--- src/rtl/alu_scheduler.sv ---
// Two-requester front end for a shared sequential ALU: arbitrates, clears the ALU,
// runs one operation, captures its result, and keeps a per-requester carry flag.
module alu_scheduler #(
  parameter bit FAIR = 1'b1
) (
  input  logic       clk,
  input  logic       rst,
  input  logic       req_valid0,
  input  logic       req_valid1,
  output logic       req_ready0,
  output logic       req_ready1,
  input  logic [7:0] req_op0,
  input  logic [7:0] req_op1,
  input  logic [7:0] req_a0,
  input  logic [7:0] req_a1,
  input  logic [7:0] req_b0,
  input  logic [7:0] req_b1,
  output logic       rsp_valid0,
  output logic       rsp_valid1,
  output logic [15:0] rsp_result,
  output logic       rsp_carry,
  output logic       rsp_zero,
  output logic       rsp_sign,
  output logic       carry_flag0,
  output logic       carry_flag1,
  output logic       alu_rst,
  output logic       alu_enable,
  output logic [7:0] alu_operation,
  output logic [7:0] alu_op1,
  output logic [7:0] alu_op2,
  output logic       alu_cpu_carry,
  input  logic [7:0] alu_result_l,
  input  logic [7:0] alu_result_h,
  input  logic       alu_carry,
  input  logic       alu_zero,
  input  logic       alu_sign
);

  typedef enum logic [1:0] {IDLE, CLR, EXEC, CAPT} state_t;

  state_t     state, state_next;
  logic [7:0] op_q, a_q, b_q;
  logic       id_q;
  logic       last_grant;
  logic       grant_id;
  logic       accept;
  logic       carry_op;

  // On a tie, round-robin favours whoever did not win last time.
  always_comb begin
    grant_id = 1'b0;
    if (req_valid0 && req_valid1) begin
      grant_id = FAIR ? ~last_grant : 1'b0;
    end else if (req_valid1) begin
      grant_id = 1'b1;
    end
    accept     = (state == IDLE) && !rst && (req_valid0 || req_valid1);
    req_ready0 = accept && !grant_id;
    req_ready1 = accept && grant_id;
  end

  always_comb begin
    state_next = state;
    unique case (state)
      IDLE: if (accept) state_next = CLR;
      CLR:  state_next = EXEC;
      EXEC: state_next = CAPT;
      CAPT: state_next = IDLE;
      default: state_next = IDLE;
    endcase
  end

  always_ff @(posedge clk) begin
    if (rst) state <= IDLE;
    else     state <= state_next;
  end

  // ALU drive is zero outside EXEC so the ALU sees clean inputs when idle.
  always_comb begin
    alu_rst       = rst || (state == CLR);
    alu_enable    = 1'b0;
    alu_operation = 8'h00;
    alu_op1       = 8'h00;
    alu_op2       = 8'h00;
    alu_cpu_carry = 1'b0;
    if (state == EXEC) begin
      alu_enable    = 1'b1;
      alu_operation = op_q;
      alu_op1       = a_q;
      alu_op2       = b_q;
      alu_cpu_carry = id_q ? carry_flag1 : carry_flag0;
    end
  end

  // Only ops that architecturally define carry may update the requester's flag.
  always_comb begin
    carry_op = 1'b0;
    case (op_q)
      8'h88, 8'h89, 8'h8A, 8'h8B,
      8'h02, 8'h04, 8'h05, 8'h08, 8'h09: carry_op = 1'b1;
      default:                           carry_op = 1'b0;
    endcase
  end

  always_ff @(posedge clk) begin
    if (rst) begin
      last_grant  <= 1'b1;
      op_q        <= 8'h00;
      a_q         <= 8'h00;
      b_q         <= 8'h00;
      id_q        <= 1'b0;
      rsp_valid0  <= 1'b0;
      rsp_valid1  <= 1'b0;
      rsp_result  <= 16'h0000;
      rsp_carry   <= 1'b0;
      rsp_zero    <= 1'b0;
      rsp_sign    <= 1'b0;
      carry_flag0 <= 1'b0;
      carry_flag1 <= 1'b0;
    end else begin
      rsp_valid0 <= 1'b0;
      rsp_valid1 <= 1'b0;
      if (accept) begin
        op_q       <= grant_id ? req_op1 : req_op0;
        a_q        <= grant_id ? req_a1  : req_a0;
        b_q        <= grant_id ? req_b1  : req_b0;
        id_q       <= grant_id;
        last_grant <= grant_id;
      end
      if (state == CAPT) begin
        rsp_result <= {alu_result_h, alu_result_l};
        rsp_carry  <= alu_carry;
        rsp_zero   <= alu_zero;
        rsp_sign   <= alu_sign;
        if (id_q) rsp_valid1 <= 1'b1;
        else      rsp_valid0 <= 1'b1;
        if (carry_op) begin
          if (id_q) carry_flag1 <= alu_carry;
          else      carry_flag0 <= alu_carry;
        end
      end
    end
  end

endmodule

--- config.mk ---
export PLATFORM = sky130hd
export DESIGN_NAME = alu_scheduler
export DESIGN_NICKNAME = d
export VERILOG_FILES = /design/src/rtl/alu_scheduler.sv
export SDC_FILE = /design/constraint.sdc
export NUM_CORES = 1
export LEC_CHECK = 0
export CORE_ASPECT_RATIO = 1.1
export CORE_MARGIN = 4
export CORE_UTILIZATION = 30
export CTS_CLUSTER_DIAMETER = 120
export CTS_CLUSTER_SIZE = 25
export DETAILED_ROUTE_END_ITERATION = 6
export DONT_BUFFER_PORTS = 1
export PLACE_DENSITY_LB_ADDON = 0.3
export SLEW_MARGIN = 20
export SYNTH_ARGS = -nofsm -noshare
export SYNTH_HDL_FRONTEND = slang
export SYNTH_SLANG_ARGS = --single-unit
--- constraint.sdc ---
create_clock -name clk -period 1.9 [get_ports clk]
set_input_delay 0.38 -clock clk [delete_from_list [all_inputs] [get_ports clk]]
set_output_delay 0.38 -clock clk [all_outputs]
set_load 0.02 [all_outputs]
==> flow_summary.ini, run 1 <==
[routing]
first_iter_violations = 140
m1WireLength_um = 2270
wl_met2_um = 2920
top_layer = met4
ant_nets = 0
vias = 1715
wl_um = 6010
wire_per_inst_um = 19.4
drcViolationCount = 0
dr_wl_met3_um = 786
drtPass1Iterations = 5
via_per_inst = 5.53

[yosys]
synth-seq-area-share_pct = 46.1
synth_top_area_share_pct = 46.1
netlist_instances = 224
synth-compound-area-share_pct = 13.4
post_synth.cell_area_avg_um2 = 9.89
ys.flop_type = dfxtp_1
synth.most_common_cell = dfxtp_1
synth.largest_area_cell = dfxtp_1
syn-cell-area_mm2 = 0.00222
synth_edf_count = 0
synthTopCellsByCount = 51 x dfxtp_1, 44 x nor2_1, 24 x a222oi_1, 24 x and2_1, 22 x mux2i_1
yosys.area_share.simple_pct = 22.1
synth.area.top_cells = dfxtp_1 46%, a222oi_1 11%, mux2i_1 9.9%
synth_top_family_by_area = simple AND/OR/NAND/NOR gates
synthXorXnorAreaFrac_pct = 0
syn-num-nets = 300
async_flop_share_pct = 0
ys_ff_latch = 51
netlist-cell-type-count = 31
synthMuxAreaShare_pct = 9.94
yosysWarnings = 0
synth_fa_ha_area_share_pct = 2.82

[sta]
fin_crit_ns = 1.82
fmax_ghz = 0.550
maxSlewViolCount = 0
worst_pin_slew_ns = 0.884
relSlewSlack_pct = 41.0
setup_viol_count_final = 0
fin_skew_ns = 0.00704
finalCritPeriodShare_pct = 95.7
hold_violations = 0

[clocking]
path_clk_slew_ns = 0.09
cts_root_buf = clkbuf_8
cts_buffers = 5
h-tree-depth = 2
clock-sinks = 51
clk_latency_ns = 0.30
tritoncts = yes
clockBufferDepth = 2

[power]
p_sw_uw = 999
p_leak_nw = 0.869
switching_share_pct = 35.7
vdd_drop_max_uv = 350
combPwrFrac_pct = 29.0
power.density_mw_per_mm2 = 1160
pwr-share-clk_pct = 22.0
internal_power_mw = 1.80
total_power_mw = 2.80
power.share.sequential_pct = 49.0

[hold_path]
hold_start = rst
min_path_cells = 1
hp-class = in -> reg
min_to = state[0]

[grt]
grt_pass1_vias = 1771
grt_pass1_wl_um = 9120
grt_max_degree = 51
grt_overflow_total = 0
grt_util_all_layers_pct = 12.9
grt_antenna_before_repair = 0

[floorplan]
io_pins = 123
rows = 32
dieArea_mm2 = 0.00883
die_h_um = 98.1
coreArea_mm2 = 0.00709
start_util_pct = 31.3
die_w_um = 89.9

[cells_and_area]
final_core_util_pct = 34.0
drive_gt1_share_pct = 18.7
area_growth_pct = 8.75
multiInputGateArea_mm2 = 0.00110
finish.net_count = 300
n_fill_cell = 760
insertedDiodeCount = 0
regArea_mm2 = 0.00102

[placed_design]
dp_hpwl_um = 4250
place_congestion = 0.696
port_buffers = 0

[critical_path]
reg2reg_slack_ns = 0.32
r2r-end = op_q[3]
r2r-start = state[0]
crit_type = reg -> out
critPathRequiredTime_ns = 1.52
worstSetupEndpointType = primary output
critPathLaunchType = register
cp_max_fo = 8
arrival_ns = 1.44
reg2regPathDepth = 8

[job]
maxCapViolations = 0

[outcome]
status = finished clean
==> cell families after synthesis <==
kind of cell               Yosys count
AOI/OAI and AO/OA                   32
adders and majority gates            5
buffers and inverters               19
DFF                                 51
muxes                               22
and+or+nand+nor                     95
==> cell usage in the layout (no fill, tap or decap), types with 2 or more instances in the layout <==
master    synthesis  routed
inv_2             0       2
clkbuf_8          0       5
a21oi_1           2       2
nor3b_1           2       2
a222oi_1         24      24
nand3b_1          2       2
mux2i_1          22      22
buf_4             1       6
and2_1           24       9
dfxtp_2           0       2
and2_2            0      15
ha_1              5       4
nor2_1           44      44
nor2b_1           3       3
nand2_1          10       9
dfxtp_1          51      49
nand3_1           2       2
==> critical path, cell delays in order (launching register included) <==
cell and delay, ns:
dfxtp_2 0.35, inv_2 0.09, ha_4 0.19, nand2_2 0.08, nor3_4 0.23, buf_6 0.18
==> power groups by stage <==
stage,sequential (mW),clock [mW],combinational (mW)
2_1_floorplan,1.35,0,0.637
3_3_place_gp,1.38,0,0.740
3_5_place_dp,1.39,0,0.755
4_1_cts,1.36,0.646,0.767
5_1_grt,1.39,0.690,0.903
6_report,1.37,0.615,0.811
==> cell type report <==
class | count | share of cell area (%)
clock buffer | 6 | 3.01
multi-input combinational | 154 | 45.7
timing repair buffer | 9 | 3.37
clock inverter | 2 | 0.519
tap | 85 | 4.41
sequential | 51 | 42.5
inverter | 3 | 0.467
==> worst max-delay path by stage <==
stage / start / end / slack (ns) / cells after the start
after floorplan: state[0] / alu_op1[0] / 0.26 / 4
after global placement: state[0] / a_q[6] / 0.23 / 7
after detailed placement: state[0] / a_q[3] / 0.15 / 7
after CTS: state[0] / req_ready1 / -0.006 / 5
after global routing: state[1] / req_ready0 / -0.01 / 5
final: state[1] / req_ready0 / 0.08 / 5
==> through the flow <==
stage | setup TNS [ns] | setup WS [ns] | instances | hold slack, ns | cell area [um^2]
2_1_floorplan | 0 | 0.262 | 224 | 0.456 | 2220
3_3_place_gp | 0 | 0.233 | 300 | 0.458 | 2270
3_5_place_dp | 0 | 0.149 | 300 | 0.459 | 2270
4_1_cts | -0.00588 | -0.00588 | 308 | 0.123 | 2360
5_1_grt | -0.0123 | -0.0123 | 310 | 0.108 | 2410
6_report | 0 | 0.0822 | 310 | 0.136 | 2410
==> sequential cells by signal, summed over array words and instances, names as in the netlist <==
signal       cells
rsp_valid0       1
carry_flag1      1
rsp_result      16
op_q             8
id_q             1
state            2
a_q              8
rsp_sign         1
b_q              8
carry_flag0      1
rsp_valid1       1
last_grant       1
rsp_zero         1
rsp_carry        1
==> layer usage <==
| metal | up-vias | global-route usage, % |
|---|---|---|
| met5 | - | 0 |
| met4 | 0 | 2.12 |
| met3 | 6 | 7.09 |
| met2 | 109 | 22.9 |
| met1 | 796 | 13.7 |
| li1 | 804 | - |
==> repair_timing <==
action	CTS	global route
gates resized for setup	2	21
setup buffers	0	1
hold buffers	0	0
pin swaps	0	2
endpoints found under the setup margin	2	20
cloned	0	1
No activity file was read; power rests on OpenSTA's default activity.
==> inputs of run 2 (changes only) <==
SLEW_MARGIN = 0   (was 20)
==> results of run 2 <==
The final DEF is identical to that of run 1; final timing and power are the same.
